### src/rtl/regfile_mp.sv
// Multi-port register file: two write ports (port 1 wins on collision), two
// combinational read ports with optional write bypass, and a busy scoreboard.

module regfile_mp_rdport #(
  parameter int DW      = 32,
  parameter int AW      = 5,
  parameter int ZERO_R0 = 1,
  parameter int BYPASS  = 1
) (
  input  logic [AW-1:0] i_ra,
  input  logic [DW-1:0] i_q,
  input  logic          i_bsy,
  input  logic          i_we0,
  input  logic [AW-1:0] i_wa0,
  input  logic [DW-1:0] i_wd0,
  input  logic          i_we1,
  input  logic [AW-1:0] i_wa1,
  input  logic [DW-1:0] i_wd1,
  output logic [DW-1:0] o_rd,
  output logic          o_busy
);
  always_comb begin
    o_rd = i_q;
    // Bypass priority mirrors write priority: port 1 first.
    if (BYPASS != 0 && i_we1 && i_wa1 == i_ra)      o_rd = i_wd1;
    else if (BYPASS != 0 && i_we0 && i_wa0 == i_ra) o_rd = i_wd0;
    if (ZERO_R0 != 0 && i_ra == '0)                 o_rd = '0;
  end

  // Registered scoreboard only; same-cycle set/clear is seen next cycle.
  assign o_busy = i_bsy;
endmodule

module regfile_mp #(
  parameter int DW      = 32,
  parameter int AW      = 5,
  parameter int ZERO_R0 = 1,
  parameter int BYPASS  = 1
) (
  input  logic          clk,
  input  logic          reset,
  input  logic          we0,
  input  logic [AW-1:0] wa0,
  input  logic [DW-1:0] wd0,
  input  logic          we1,
  input  logic [AW-1:0] wa1,
  input  logic [DW-1:0] wd1,
  input  logic [AW-1:0] ra0,
  input  logic [AW-1:0] ra1,
  output logic [DW-1:0] rd0,
  output logic [DW-1:0] rd1,
  input  logic          busy_set,
  input  logic [AW-1:0] busy_addr,
  output logic          busy0,
  output logic          busy1
);
  localparam int DEPTH  = 2**AW;
  localparam int NUM_RP = 2;

  logic [DEPTH-1:0][DW-1:0]  r_mem;
  logic [DEPTH-1:0]          r_busy;
  logic                      w_wr0, w_wr1, w_bset;
  logic [NUM_RP-1:0][AW-1:0] w_ra;
  logic [NUM_RP-1:0][DW-1:0] w_q, w_rd;
  logic [NUM_RP-1:0]         w_bq, w_busy;

  // Register 0 is never written or claimed when hardwired to zero.
  assign w_wr0  = we0      && !(ZERO_R0 != 0 && wa0 == '0);
  assign w_wr1  = we1      && !(ZERO_R0 != 0 && wa1 == '0);
  assign w_bset = busy_set && !(ZERO_R0 != 0 && busy_addr == '0);

  always_ff @(posedge clk or posedge reset) begin
    if (reset) begin
      r_mem  <= '0;
      r_busy <= '0;
    end else begin
      if (w_wr0) r_mem[wa0] <= wd0;
      if (w_wr1) r_mem[wa1] <= wd1;
      if (we0)   r_busy[wa0] <= 1'b0;
      if (we1)   r_busy[wa1] <= 1'b0;
      // A new claim outranks the retiring producer's clear.
      if (w_bset) r_busy[busy_addr] <= 1'b1;
    end
  end

  assign w_ra = {ra1, ra0};

  for (genvar g = 0; g < NUM_RP; g++) begin : g_rp
    assign w_q[g]  = r_mem[w_ra[g]];
    assign w_bq[g] = r_busy[w_ra[g]];
    regfile_mp_rdport #(
      .DW(DW), .AW(AW), .ZERO_R0(ZERO_R0), .BYPASS(BYPASS)
    ) u_rp (
      .i_ra  (w_ra[g]),
      .i_q   (w_q[g]),
      .i_bsy (w_bq[g]),
      .i_we0 (we0),
      .i_wa0 (wa0),
      .i_wd0 (wd0),
      .i_we1 (we1),
      .i_wa1 (wa1),
      .i_wd1 (wd1),
      .o_rd  (w_rd[g]),
      .o_busy(w_busy[g])
    );
  end

  assign rd0   = w_rd[0];
  assign rd1   = w_rd[1];
  assign busy0 = w_busy[0];
  assign busy1 = w_busy[1];
endmodule
### config.mk
export PLATFORM = sky130hd
export DESIGN_NAME = regfile_mp
export DESIGN_NICKNAME = d
export VERILOG_FILES = /design/src/rtl/regfile_mp.sv
export SDC_FILE = /design/constraint.sdc
export NUM_CORES = 2
export LEC_CHECK = 0
export BUFFER_PORTS_ARGS = -buffer_cell sky130_fd_sc_hd__buf_2
export CAP_MARGIN = 15
export CORE_MARGIN = 3
export CORE_UTILIZATION = 45
export DETAILED_ROUTE_END_ITERATION = 10
export PLACE_DENSITY = 0.6
export REMOVE_ABC_BUFFERS = 1
export SKIP_LAST_GASP = 1
export SYNTH_ARGS = -nofsm -noshare
export SYNTH_HDL_FRONTEND = slang
export SYNTH_SLANG_ARGS = --single-unit
### constraint.sdc
create_clock -name clk -period 35 [get_ports clk]
set_input_delay 7 -clock clk [delete_from_list [all_inputs] [get_ports clk]]
set_output_delay 7 -clock clk [all_outputs]
set_load 0.05 [all_outputs]
==> impl_results.md <==
- Outcome: complete, no violations
- Leakage power: between 30 and 40 nW
- Slew headroom: between 10% and 20%
- Post-synthesis simple-gate area fraction: between 10% and 20%
- Total power: about 0.0042 W
- Fmax: between 50 and 60 MHz
- Number of distinct library cells after synthesis: 59
- DRT Wirelength: slightly below 300,000 µm
- Post-Synth XOR/XNOR Area: less than 1%
- Synth Flop Type: dfrtp_1
- Cell area after layout: 72,100 µm²
- Unrepaired setup endpoints after global routing: false
- Total core area: 147,000 µm²
- PostCTS Resize Cnt: 0
- Final worst slack: roughly 16 ns
- Hold WS: approximately 0.40 ns
- Pre-antenna DRT Iters: 9
- Sequential cell area: 26,400 µm²
- Via count: approximately 60,000
- Most common cell in the synthesized netlist: nand2_1
- Setup TNS: 0 ns
- Final slew viol count: 0
- Wire per inst: ~33 µm
- PD cells: 57.8 nW/µm²
- First-pass GRT wire length: approximately 410,000 µm
- Crit Path Category: input pin to primary output
- Final #Nets: 6,787
- CP top delay family: buffers and inverters
- Die Width: roughly 400 µm
- Clock transition at the registers of the reported paths: about 0.060 ns
- Worst vdd ir: around 45 µV
- Period minus WS final: ~19 ns
- Mapped Cells: between 7,000 and 8,000
- CTS H-tree depth: 3
- Post-synth EDFFs: 0
- Setup Viol. Count Final: 0
- Area Growth Syn to Fin: 7.49%
- Cell mode on critical path: buf_4
- #FFs+latches synth: 1,056
- Setup Buffers After CTS: 0
- CTS buffer count: 120
- Clock skew: 0 ns
- Min-Delay Path Class: flip-flop to flip-flop
- Critical Path AT: roughly 12 ns
- Area occupied by multi-input gates: about 37,000 µm²
- Yosys top cell area share: between 30% and 40%
- Synth area leader: dfrtp_1
- Slowest stage delay, CP: 0.83 ns
- Largest net degree at the start of global routing: between 150 and 200
- Post-synth top cells: nand2_1 (1,163), mux2i_1 (1,089), dfrtp_1 (1,056)
- # port buffers: roughly 160
- Vias/cell: approximately 6.9
- Die ar.: between 150,000 and 200,000 µm²
- Initial Util: 45.7%
- Multiplexer share of the synthesized area: between 20 and 30%
- Compound-gate portion of the synthesized area: about 16%
- Chip height: between 300 and 400 µm
- Residual DRC: 0
- Top area cells in the synthesized netlist: dfrtp_1 (39%), mux2i_1 (16%), mux4_2 (7.0%)
- Number of fill cells: 13,500
- IO Count: 160
- Post-route antenna net violation count: 0
- GPL Wtd Cong: a little over 0.9
- Final hold vios: 0
- Initial antenna violation count: 8
- GR Overflow Total: 0
- Synth Cell Area: 67,000 µm²
- Max clock buf depth: 3
- YS warnings: 0
- CTS tree: built
- Clk Latency, worst-skew pair: between 0.7 and 0.8 ns
- Synth Area in Adders: 0%
- CP Max Fanout: 50
- CTS Hold Bufs: 0
- Dominant combinational cell family by area after synthesis: multiplexers
- Initial DRC Count: approximately 9,000
- Worst setup SP type: input pin
- CP Capture Type: primary output
- Share of cells above drive strength 1: between 10 and 15%
- Clk sinks: 1,056
- Rows: 140
- Vias in the first global route: about 57,000
- Syn avg cell area: slightly above 9 µm²
- Cell chain of the critical path: buf_8 -> buf_4 -> buf_4 -> buf_4 -> buf_4 -> mux2i_1 -> a22oi_1 -> and3_1 -> a31oi_1 -> a41oi_1 -> a22o_1 -> buf_2
- Dpl cell area: about 70,000 µm²
- Synth async-reset ratio: 100%
- Root Buffer: clkbuf_16
- Final HPWL DP: 156,000 µm
- CP bufs+invs: 6
- Worst slew pin tran: roughly 1.3 ns
- CP required: about 28 ns
- Seq/Total Area, Yosys: 39.4%
- Max-cap violations: 0
- Total track usage: between 30% and 40%
- Slowest CP cell: buf_4
- Post-place setup slack: 16.25 ns
- Period utilization: 54.1%
[metal layers]
layer / global-route usage (%) / vias up / part of all wire [%]
met4: 23.5 / 6 / 7.3
li1: - / 24900 / -
met1: 47.9 / 29700 / 38
met3: 10.8 / 1067 / 12
met2: 54.2 / 4401 / 43
met5: 0.415 / - / 0.036
[cells in the final DEF (no fill, tap or decap), types with 160 or more instances in the layout]
| cell | n |
|---|---|
| mux2_2 | 160 |
| nand2_1 | 1124 |
| a22oi_1 | 336 |
| mux2i_1 | 1089 |
| mux4_2 | 209 |
| o21ai_0 | 474 |
| a31oi_1 | 293 |
| a21oi_1 | 335 |
| nor2_1 | 592 |
| dfrtp_1 | 1056 |
[sequential cells by signal (all words and copies together), names as in the netlist]
signal and flops:
r_mem 1024, r_busy 32
[worst paths after layout]
kind                                      start                    to  slack, ns  cells after the start
hold / removal              r_mem[24]$_DFF_PP0_   r_mem[24]$_DFF_PP0_       0.40                      0
setup reg to reg           r_mem[562]$_DFF_PP0_  r_mem[562]$_DFF_PP0_      34.09                      2
hold reg to reg             r_mem[24]$_DFF_PP0_   r_mem[24]$_DFF_PP0_       0.40                      0
max in group asynchronous                 reset  r_mem[218]$_DFF_PP0_      24.92                      6
min in group asynchronous                 reset   r_mem[53]$_DFF_PP0_       6.33                      2
setup / recovery                         ra1[0]                rd1[9]      16.07                     12
[cell families after synthesis]
logic type	after synthesis
simple gates	2068
compound gates	1680
mux	1458
flops	1056
buf+inv	902
xor+xnor	20
[final cells by class]
cell class	count	area share, %
well taps	1917	3.33
repair buffers	279	2.54
flip-flops and latches	1056	36.7
multi-input cells	5226	51.8
diodes	10	0.0347
clock buffers	179	4.95
clock inverters	37	0.613
inverters	10	0.0625
[through the flow]
step	instances	util [%]
after CTS	8702	49.1
final	8714	49.1
after detailed placement	8486	46.3
after global routing	8704	49.1
after floorplan	6292	-
after global placement	8486	46.3
[worst reg2reg max path, delay by kind of cell (launching register included)]
kind           cells  cell delay [ns]
flip-flops         1             0.43
AO/OA/AOI/OAI      2             0.30
[where the power goes]
part	switching, W	leakage, nW	internal [W]
registers	0.000265	13.0	0.00153
logic	0.000553	17.9	0.000494
clock network	0.000559	1.99	0.000764
total	0.00138	32.9	0.00279
Note: power is estimated with default switching activity, not from simulation.
